--- src/rtl/mm2s_stream_framer_if.sv ---
// AXI4-Stream bundle used on both sides of mm2s_stream_framer.
// tuser is present only when FRAMER_TUSER_SOF_EN is defined.
interface mm2s_stream_framer_if #(
  parameter int DATA_W = 64
);
  logic [DATA_W-1:0]   tdata;
  logic [DATA_W/8-1:0] tkeep;
  logic                tvalid;
  logic                tready;
  logic                tlast;
`ifdef FRAMER_TUSER_SOF_EN
  logic                tuser;

  modport master (output tdata, tkeep, tvalid, tlast, tuser, input tready);
  modport slave  (input tdata, tkeep, tvalid, tlast, tuser, output tready);
`else
  modport master (output tdata, tkeep, tvalid, tlast, input tready);
  modport slave  (input tdata, tkeep, tvalid, tlast, output tready);
`endif
endinterface

--- src/rtl/mm2s_stream_framer.sv ---
// Re-frames MM2S read data into PKT_BYTES packets with regenerated tlast and a 2-entry skid buffer.
// Optional start-of-frame tuser flag is enabled by defining FRAMER_TUSER_SOF_EN.
module mm2s_stream_framer #(
  parameter int DATA_W    = 64,
  parameter int PKT_BYTES = 4096
) (
  input  logic                 axis_clk,
  input  logic                 axis_rst,
  input  logic                 start,
  input  logic [63:0]          data_size,
  mm2s_stream_framer_if.slave  s_axis,
  mm2s_stream_framer_if.master m_axis,
  output logic                 busy,
  output logic                 frame_done,
  output logic [63:0]          byte_cnt,
  output logic [31:0]          frame_cnt,
  output logic                 err_start
);

  localparam int BPB       = DATA_W / 8;
  localparam int PKT_BEATS = PKT_BYTES / BPB;
  localparam int PKT_W     = (PKT_BEATS > 1) ? $clog2(PKT_BEATS) : 1;

  localparam logic [63:0]      BPB64    = 64'(BPB);
  localparam logic [PKT_W-1:0] PKT_LAST = PKT_W'(PKT_BEATS - 1);

  typedef enum logic [1:0] {
    IDLE,
    RUN,
    DRAIN,
    DONE
  } state_e;

  typedef struct packed {
    logic [DATA_W-1:0] data;
    logic [BPB-1:0]    keep;
    logic              last;
`ifdef FRAMER_TUSER_SOF_EN
    logic              sof;
`endif
  } beat_t;

  state_e            state_q, state_d;
  logic [63:0]       total_q, total_d;
  logic [63:0]       in_cnt_q, in_cnt_d;
  logic [PKT_W-1:0]  pkt_cnt_q, pkt_cnt_d;
  beat_t             out_q, out_d;
  logic              out_vld_q, out_vld_d;
  beat_t             skid_q, skid_d;
  logic              skid_vld_q, skid_vld_d;
  logic              s_rdy_q, s_rdy_d;
  logic              busy_q, busy_d;
  logic              done_q, done_d;
  logic [63:0]       byte_cnt_q, byte_cnt_d;
  logic [31:0]       frame_cnt_q, frame_cnt_d;
  logic              err_q, err_d;

  logic              in_hs;
  logic              out_hs;
  beat_t             in_beat;
  logic [63:0]       beats_div;
  logic [63:0]       beats_rem;
  logic [63:0]       beats_ceil;
  logic              unused_in;

`ifdef FRAMER_TUSER_SOF_EN
  assign unused_in = s_axis.tlast ^ s_axis.tuser;
`else
  assign unused_in = s_axis.tlast;
`endif

  always_comb begin
    in_hs  = s_axis.tvalid & s_rdy_q;
    out_hs = out_vld_q & m_axis.tready;

    beats_div  = data_size / BPB64;
    beats_rem  = data_size % BPB64;
    beats_ceil = beats_div + {63'd0, (beats_rem != '0)};

    in_beat      = '0;
    in_beat.data = s_axis.tdata;
    in_beat.keep = s_axis.tkeep;
    in_beat.last = (pkt_cnt_q == PKT_LAST) || (in_cnt_q == total_q - 64'd1);
`ifdef FRAMER_TUSER_SOF_EN
    in_beat.sof  = (in_cnt_q == '0);
`endif
  end

  // Output register refills from the skid entry first so beat order is preserved.
  always_comb begin
    out_d      = out_q;
    out_vld_d  = out_vld_q;
    skid_d     = skid_q;
    skid_vld_d = skid_vld_q;
    if (!out_vld_q || out_hs) begin
      if (skid_vld_q) begin
        out_d      = skid_q;
        out_vld_d  = 1'b1;
        skid_vld_d = 1'b0;
      end else begin
        out_d      = in_beat;
        out_vld_d  = in_hs;
      end
    end else if (in_hs) begin
      skid_d     = in_beat;
      skid_vld_d = 1'b1;
    end
  end

  always_comb begin
    state_d     = state_q;
    total_d     = total_q;
    in_cnt_d    = in_cnt_q;
    pkt_cnt_d   = pkt_cnt_q;
    byte_cnt_d  = byte_cnt_q;
    frame_cnt_d = frame_cnt_q;
    err_d       = err_q;
    done_d      = 1'b0;
    s_rdy_d     = 1'b0;

    if (out_hs) begin
      byte_cnt_d = byte_cnt_q + BPB64;
    end
    if (start && (state_q != IDLE)) begin
      err_d = 1'b1;
    end

    unique case (state_q)
      IDLE: begin
        if (start) begin
          total_d    = beats_ceil;
          in_cnt_d   = '0;
          pkt_cnt_d  = '0;
          byte_cnt_d = '0;
          // An empty frame passes through DRAIN so DONE lands two cycles after start.
          if (beats_ceil == '0) begin
            state_d = DRAIN;
          end else begin
            state_d = RUN;
            s_rdy_d = 1'b1;
          end
        end
      end
      RUN: begin
        s_rdy_d = !skid_vld_d;
        if (in_hs) begin
          in_cnt_d  = in_cnt_q + 64'd1;
          pkt_cnt_d = in_beat.last ? '0 : pkt_cnt_q + PKT_W'(1);
          if (in_cnt_q == total_q - 64'd1) begin
            state_d = DRAIN;
            s_rdy_d = 1'b0;
          end
        end
      end
      DRAIN: begin
        // Look ahead at the buffer so frame_done follows the last handshake by one cycle.
        if (!skid_vld_d && !out_vld_d) begin
          state_d     = DONE;
          done_d      = 1'b1;
          frame_cnt_d = frame_cnt_q + 32'd1;
        end
      end
      DONE: begin
        state_d = IDLE;
      end
      default: begin
        state_d = IDLE;
      end
    endcase

    busy_d = (state_d != IDLE);
  end

  always_ff @(posedge axis_clk) begin
    if (axis_rst) begin
      state_q     <= IDLE;
      total_q     <= '0;
      in_cnt_q    <= '0;
      pkt_cnt_q   <= '0;
      out_q       <= '0;
      out_vld_q   <= 1'b0;
      skid_q      <= '0;
      skid_vld_q  <= 1'b0;
      s_rdy_q     <= 1'b0;
      busy_q      <= 1'b0;
      done_q      <= 1'b0;
      byte_cnt_q  <= '0;
      frame_cnt_q <= '0;
      err_q       <= 1'b0;
    end else begin
      state_q     <= state_d;
      total_q     <= total_d;
      in_cnt_q    <= in_cnt_d;
      pkt_cnt_q   <= pkt_cnt_d;
      out_q       <= out_d;
      out_vld_q   <= out_vld_d;
      skid_q      <= skid_d;
      skid_vld_q  <= skid_vld_d;
      s_rdy_q     <= s_rdy_d;
      busy_q      <= busy_d;
      done_q      <= done_d;
      byte_cnt_q  <= byte_cnt_d;
      frame_cnt_q <= frame_cnt_d;
      err_q       <= err_d;
    end
  end

  assign s_axis.tready = s_rdy_q;
  assign m_axis.tdata  = out_q.data;
  assign m_axis.tkeep  = out_q.keep;
  assign m_axis.tlast  = out_q.last;
  assign m_axis.tvalid = out_vld_q;
`ifdef FRAMER_TUSER_SOF_EN
  assign m_axis.tuser  = out_q.sof;
`endif

  assign busy       = busy_q;
  assign frame_done = done_q;
  assign byte_cnt   = byte_cnt_q;
  assign frame_cnt  = frame_cnt_q;
  assign err_start  = err_q;

endmodule

--- src/flat_wrapper.sv ---
// flat-port wrapper written by rule: the top's interface ports become plain ports
module mm2s_stream_framer_flat 
#(
  parameter int DATA_W    = 64,
  parameter int PKT_BYTES = 4096
)
  (axis_clk, axis_rst, start, data_size, busy, frame_done, byte_cnt, frame_cnt, err_start, s_axis_tdata, s_axis_tkeep, s_axis_tvalid, s_axis_tlast, s_axis_tready, m_axis_tdata, m_axis_tkeep, m_axis_tvalid, m_axis_tlast, m_axis_tready);
  mm2s_stream_framer_if #(.DATA_W(DATA_W)) s_axis_i ();
  mm2s_stream_framer_if #(.DATA_W(DATA_W)) m_axis_i ();
  input  logic axis_clk;
  input  logic axis_rst;
  input  logic start;
  input  logic [63:0] data_size;
  output logic busy;
  output logic frame_done;
  output logic [63:0] byte_cnt;
  output logic [31:0] frame_cnt;
  output logic err_start;
  input wire logic [$bits(s_axis_i.tdata)-1:0] s_axis_tdata;
  input wire logic [$bits(s_axis_i.tkeep)-1:0] s_axis_tkeep;
  input wire logic [$bits(s_axis_i.tvalid)-1:0] s_axis_tvalid;
  input wire logic [$bits(s_axis_i.tlast)-1:0] s_axis_tlast;
  output wire logic [$bits(s_axis_i.tready)-1:0] s_axis_tready;
  output wire logic [$bits(m_axis_i.tdata)-1:0] m_axis_tdata;
  output wire logic [$bits(m_axis_i.tkeep)-1:0] m_axis_tkeep;
  output wire logic [$bits(m_axis_i.tvalid)-1:0] m_axis_tvalid;
  output wire logic [$bits(m_axis_i.tlast)-1:0] m_axis_tlast;
  input wire logic [$bits(m_axis_i.tready)-1:0] m_axis_tready;
  assign s_axis_i.tdata = s_axis_tdata;
  assign s_axis_i.tkeep = s_axis_tkeep;
  assign s_axis_i.tvalid = s_axis_tvalid;
  assign s_axis_i.tlast = s_axis_tlast;
  assign s_axis_tready = s_axis_i.tready;
  assign m_axis_tdata = m_axis_i.tdata;
  assign m_axis_tkeep = m_axis_i.tkeep;
  assign m_axis_tvalid = m_axis_i.tvalid;
  assign m_axis_tlast = m_axis_i.tlast;
  assign m_axis_i.tready = m_axis_tready;
  mm2s_stream_framer #(.DATA_W(DATA_W), .PKT_BYTES(PKT_BYTES)) u_core (.axis_clk(axis_clk), .axis_rst(axis_rst), .start(start), .data_size(data_size), .s_axis(s_axis_i), .m_axis(m_axis_i), .busy(busy), .frame_done(frame_done), .byte_cnt(byte_cnt), .frame_cnt(frame_cnt), .err_start(err_start));
endmodule
--- config.mk ---
export PLATFORM = sky130hd
export DESIGN_NAME = mm2s_stream_framer_flat
export DESIGN_NICKNAME = d
export VERILOG_FILES = /design/src/rtl/mm2s_stream_framer_if.sv /design/src/rtl/mm2s_stream_framer.sv /design/src/flat_wrapper.sv
export SDC_FILE = /design/constraint.sdc
export NUM_CORES = 1
export LEC_CHECK = 0
export ABC_AREA = 1
export CAP_MARGIN = 15
export CORE_MARGIN = 10
export CORE_UTILIZATION = 55
export DETAILED_ROUTE_END_ITERATION = 16
export GPL_ROUTABILITY_DRIVEN = 0
export PLACE_DENSITY_LB_ADDON = 0.3
export SYNTH_ARGS = -nofsm -noshare
export SYNTH_HDL_FRONTEND = slang
export SYNTH_SLANG_ARGS = --single-unit
--- constraint.sdc ---
create_clock -name axis_clk -period 6.7 [get_ports axis_clk]
set_input_delay 1.005 -clock axis_clk [delete_from_list [all_inputs] [get_ports axis_clk]]
set_output_delay 1.005 -clock axis_clk [all_outputs]
set_load 0.03 [all_outputs]
# Yosys cells after proc, flatten, opt, wreduce, memory -nomap -nowiden
# Cells that the tools add are included.
[classes] reduce_logical=18 n_div=0 n_mux=27 mul=0 n_addsub=6 n_eq_ne=7 bitwise=4 n_lt_le_gt_ge=0 shift=0
[op_table] cell="2-to-1 mux 64 bit" n=5
[op_table] cell="one-hot mux 64 bit (2 select lines)" n=1
[op_table] cell="2-to-1 mux 73 bit" n=1
[op_table] cell="adder 64 x 1 -> 64 bit, second input constant" n=1
[op_table] cell="adder 64 x 4 -> 64 bit, second input constant" n=1
[op_table] cell="== test 64 bit" n=1
[op_table] cell="zero test 64 bit" n=1
[op_table] cell="nonzero test 64 bit" n=1
[op_table] cell="subtractor 64 x 1 -> 64 bit, second input constant" n=1
[op_table] cell="adder 61 x 1 -> 62 bit" n=1
[op_table] cell="adder 32 x 1 -> 32 bit, second input constant" n=1
[op_table] cell="2-to-1 mux 9 bit" n=3
[op_table] cell="one-hot mux 9 bit (2 select lines)" n=1
[op_table] cell="2-to-1 mux 2 bit" n=5
[op_table] cell="adder 9 x 1 -> 9 bit, second input constant" n=1
[op_table] cell="== test 9 bit, second input constant" n=1
[op_table] cell="2-to-1 mux 1 bit" n=9
[op_table] cell="one-hot mux 2 bit (4 select lines)" n=1
[op_table] cell="AND reduction 2 bit" n=3
[op_table] cell="nonzero test 2 bit" n=3
[op_table] cell="== test 2 bit, second input constant" n=2
[op_table] cell="zero test 1 bit" n=3
[op_table] cell="AND reduction 3 bit" n=1
[op_table] cell="bitwise AND 1 bit" n=2
[op_table] cell="other kinds (9)" n=12
[totals] in_bits=142 ff_bits=387 ram_bits=0 out_inout_bits=174 elab_cells=80 mem_bits_ro=0 latch_bits=0 n_memories=0

# Longest topological paths before layout
[logic_depth] ltp_word=8 ltp_mapped=21 mapped_depth_nobuf=21

# Least setup slack after synthesis
# OpenSTA, ideal clock, no wires.
[synth_path] kind="input -> register" startpoint="input data_size[1]" endpoint="register u_core.busy_q, in the netlist u_core.busy" n_path_buf=0 path_slack_ns=3.458 path_stages=21 t_required_ns=6.586 setup_ns=0.114 arrival_time_ns=3.128 path_cell_list="or3_1 ha_1 ha_1 nand3_4 inv_2 nand2_2 nor2_2 inv_2 nor2_1 nand2_1 nand2_1 inv_1 nand3_1 nor2_1 nand2_1 nor2_1 nand3_1 nand2_1 nand3_1 nand2_1 nand2_1"
[synth_between] elab_chain_len=7
[synth_rtl] element="start, declared" line="flat_wrapper.sv:13" rtl="input logic [63:0] data_size;"
[synth_rtl] element="nonzero test 64 bit" line="mm2s_stream_framer.sv:78" rtl="beats_ceil = beats_div + {63'd0, (beats_rem != '0)};"
[synth_rtl] element="adder 61 x 1 -> 62 bit" line="mm2s_stream_framer.sv:78"
[synth_rtl] element="zero test 64 bit" line="mm2s_stream_framer.sv:136" rtl="if (beats_ceil == '0) begin"
[synth_rtl] element="2-to-1 mux 2 bit" line="mm2s_stream_framer.sv:136"
[synth_rtl] element="2-to-1 mux 2 bit" line="mm2s_stream_framer.sv:130" rtl="if (start) begin"
[synth_rtl] element="one-hot mux 2 bit (4 select lines)" line="mm2s_stream_framer.sv:128" rtl="unique case (state_q)"
[synth_rtl] element="nonzero test 2 bit" line="mm2s_stream_framer.sv:171" rtl="busy_d = (state_d != IDLE);"
[synth_rtl] element="end signal, assigned" line="mm2s_stream_framer.sv:200" rtl="busy_q <= busy_d;"
[synth_rtl] element="end, declared" line="mm2s_stream_framer.sv:52" rtl="logic busy_q, busy_d;"
# No other way between the ends.
# A chain may end at the register's enable or synchronous reset.

# Final worst setup path
# Ends and elaborated chain as after synthesis.

==> results.tsv <==
metric	value	unit
status	finished, final reports clean	
CTS max path bufs	3	
r2r startpoint	u_core.total_q[0]	
WS Path Type	in2reg	
Critical Path Slowest Stage Cell	clkdlybuf4s50_1	
reg-to-reg slack, setup	3.19	ns
CTS root buffer	clkbuf_16	
Hold-fix buffers, CTS	0	
hpwl dp	56380	µm
largest family of logic cells by synthesized area	simple AND/OR/NAND/NOR gates	
endpoints failing setup	0	
# Max-Cap Violations	0	
largest net degree at the start of global routing	125	
H-tree lvl count	2	
DR vias/cell	5.515	
Die ar.	49180	µm²
PD cells	216.2	nW/µm²
Initial DRC Count	2350	
CTS clk-pin slew, worst paths	0.06	ns
Crit. End Element	flip-flop	
Avg Inst Size Synth	6.308	µm²
Syn. warnings	0	
share of cells above drive strength 1	5.249	%
via count	24128	
unique cell type count in the Yosys netlist	56	
Final Max Tran Viols	0	
R2R Path End	u_core.busy	
Worst Hold Endpoint	u_core.pkt_cnt_q[7]	
crit-path max cell delay	0.46	ns
FP Rows	73	
Hold Startpoint	u_core.pkt_cnt_q[7]	
worst-skew pair later-pin latency	0.60	ns
die extent in x	221.8	µm
Placement Cell Area	25860	µm²
fmax	268.0	MHz
worst path cell trace	clkdlybuf4s50_1 -> or3_1 -> ha_1 -> ha_1 -> nand3_4 -> nor2_8 -> inv_4 -> nor2_8 -> nand2_4 -> nor2_4 -> nand3_1 -> nand2_1 -> nand2_1 -> nor2_1 -> nand3_1 -> nor2_2 -> nand3_1 -> nand2_1 -> nand3_1 -> nand2_1 -> nand2_1	
final wirelength	73960	µm
overall routing resource usage	28.71	%
top cell family by delay on the critical path	simple AND/OR/NAND/NOR gates	
WP buf/inv	2	
P_leak	11.27	nW
register area share after synthesis	34.16	%
Post-synth top flop	dfxtp_1	
WP data required	7.18	ns
Async S/R FF share, synth	0	%
Rel. slew slack	26.23	%
setup_tns	0	ns
minimum clock period	3.732	ns
number of global-route vias before repair	22446	
post-synthesis xor/xnor area fraction	5.555	%
synthesized netlist cell count	3549	
Routed Antenna Nets	0	
period utilization	55.70	%
commonest non-fill, non-tap cell in the layout	nand2_1	
DRC	0	
CTS sink count	382	
filler instances	3587	
synthesis-to-layout area growth	22.46	%
peak supply drop	0.2531	mV
multiplexer share of the synthesized area	0	%
post-CTS resize count	0	
Slew @ Worst Pin	1.106	ns
setup bufs post-CTS	0	
Hold WC Path Type	reg2reg	
Clock Skew	0.05886	ns
Final #Nets	3965	
Reg2Reg Depth	18	
EDFF count, synth	0	
DR WL/cell	16.90	µm
CORE AREA	40010	µm²
Synth Cell Area	22390	µm²
area share of and/or/nand/nor cells after synthesis	40.45	%
final hold vios	0	
Critical Path Source Type	input pin	
design area	27420	µm²
drt pass-1 iters	6	
I/O Buffers	311	
Critical Path Fanout Max	7	
die height	221.8	µm
CP dominant cell by count	nand2_1	
compound-cell area share of the yosys netlist	11.19	%
number of synthesized register bits	382	
TritonCTS buffer count	42	
crit path DAT	4.21	ns
Adder-Cell Fraction of Synth Area	0.4471	%
unrepaired setup endpoints after global routing	no	
initial antenna violation count	6	
Hold Path Depth	2	
Starting Density	55.96	%
I/O pin cnt	316	
GR Overflow Total	0	
first-pass GRT wire length	117900	µm
CTS tree	yes	
most frequent cells in the layout	nand2_1, nor2_1, dfxtp_1	
stage by stage:
stage / worst slack (ns) / std cells / hold WS (ns) / total power [mW] / utilization (%)
2_1_floorplan: 3.458 / 3551 / 0.4453 / 3.033 / -
3_3_place_gp: 2.404 / 4296 / 0.4497 / 3.361 / 64.63
5_1_grt: 2.698 / 4375 / 0.4829 / 6.145 / 68.53
6_report: 2.968 / 4375 / 0.4659 / 5.926 / 68.53
4_1_cts: 2.987 / 4373 / 0.4667 / 5.935 / 68.52
3_5_place_dp: 2.361 / 4296 / 0.4577 / 3.369 / 64.63
flip-flops by register name, indices dropped and copies added, names as in the netlist, 2 cells and up:
register	cells
u_core.pkt_cnt_q	9
u_core.skid_q	73
u_core.byte_cnt	61
u_core.m_axis.tkeep	8
u_core.state_q	2
u_core.m_axis.tdata	64
u_core.total_q	62
u_core.in_cnt_q	64
u_core.frame_cnt	32
metal layers:
metal	wire length [µm]	global-route usage, %	vias up
li1	-	-	11956
met1	29980	35.74	10941
met2	33740	46.52	1042
met3	7575	7.659	181
met4	2606	10.82	8
met5	56	0	-
logic make-up after synthesis:
kind of cell / Yosys count
simple gates: 2070
buf+inv: 480
compound gates: 466
flops: 382
xor+xnor: 142
fa+ha+maj: 8
other cells: 1
worst register-to-register path: stages, from the launching register on:
cell and delay [ns]:
dfxtp_1 0.31, inv_1 0.21, ha_1 0.25, nand2_2 0.11, nor2_2 0.45, nand2_1 0.26
nor2_1 0.29, nand2_1 0.09, nand2_1 0.08, nand2_1 0.08, inv_1 0.06, nand2_1 0.04
nor2_1 0.08, nand2_1 0.05, nor3_1 0.48, nand4_1 0.31, nand3_1 0.13, nand2_1 0.07
nand2_1 0.10
Yosys cell counts (8+ instances only):
library cell  number  area share, %
nand4_1           80            2.2
nor2_4            20            1.0
clkbuf_1          92            1.5
ha_1               8           0.45
nor2_2            22           0.61
nand2_1          958             16
inv_1            363            6.1
nand3_1          157            3.5
xnor2_1           33            1.3
a31oi_1           77            2.2
nand3_2           10           0.45
o21ai_0          253            5.7
nand2_2           13           0.36
nor3_1           103            2.3
nor4_1            15           0.42
xor2_1           109            4.3
nand3b_1          23           0.77
a21oi_1          100            2.2
dfxtp_1          382             34
inv_2             13           0.22
nor2_1           621             10
worst max path at each step:
| stage | start | endpoint | slack (ns) | cells after the start |
|---|---|---|---|---|
| 2_1_floorplan | data_size[1] | u_core.busy | 3.46 | 21 |
| 3_3_place_gp | data_size[0] | u_core.busy | 2.40 | 21 |
| 3_5_place_dp | data_size[1] | u_core.busy | 2.36 | 21 |
| 4_1_cts | data_size[1] | u_core.busy | 2.99 | 21 |
| 5_1_grt | start | u_core.in_cnt_q[29] | 2.70 | 18 |
| 6_report | data_size[1] | u_core.busy | 2.97 | 21 |
layout make-up:
| type | instances | area [µm²] | share of cell area (%) |
|---|---|---|---|
| antenna | 2 | 5.005 | 0.01825 |
| sequential | 382 | 7649 | 27.90 |
| multi-input combinational | 2689 | 12940 | 47.18 |
| clock inverter | 21 | 351.6 | 1.282 |
| tap | 525 | 656.9 | 2.396 |
| timing repair buffer | 322 | 3191 | 11.64 |
| clock buffer | 56 | 1204 | 4.390 |
| inverter | 378 | 1424 | 5.194 |
where the power goes:
group          switching, mW  internal, mW  leakage (nW)
Combinational          0.620         0.334          7.41
Sequential            0.0612          2.33          3.11
Clock                   1.02          1.55         0.754
Total                   1.70          4.22          11.3
Power figures use the tool's default switching activity.
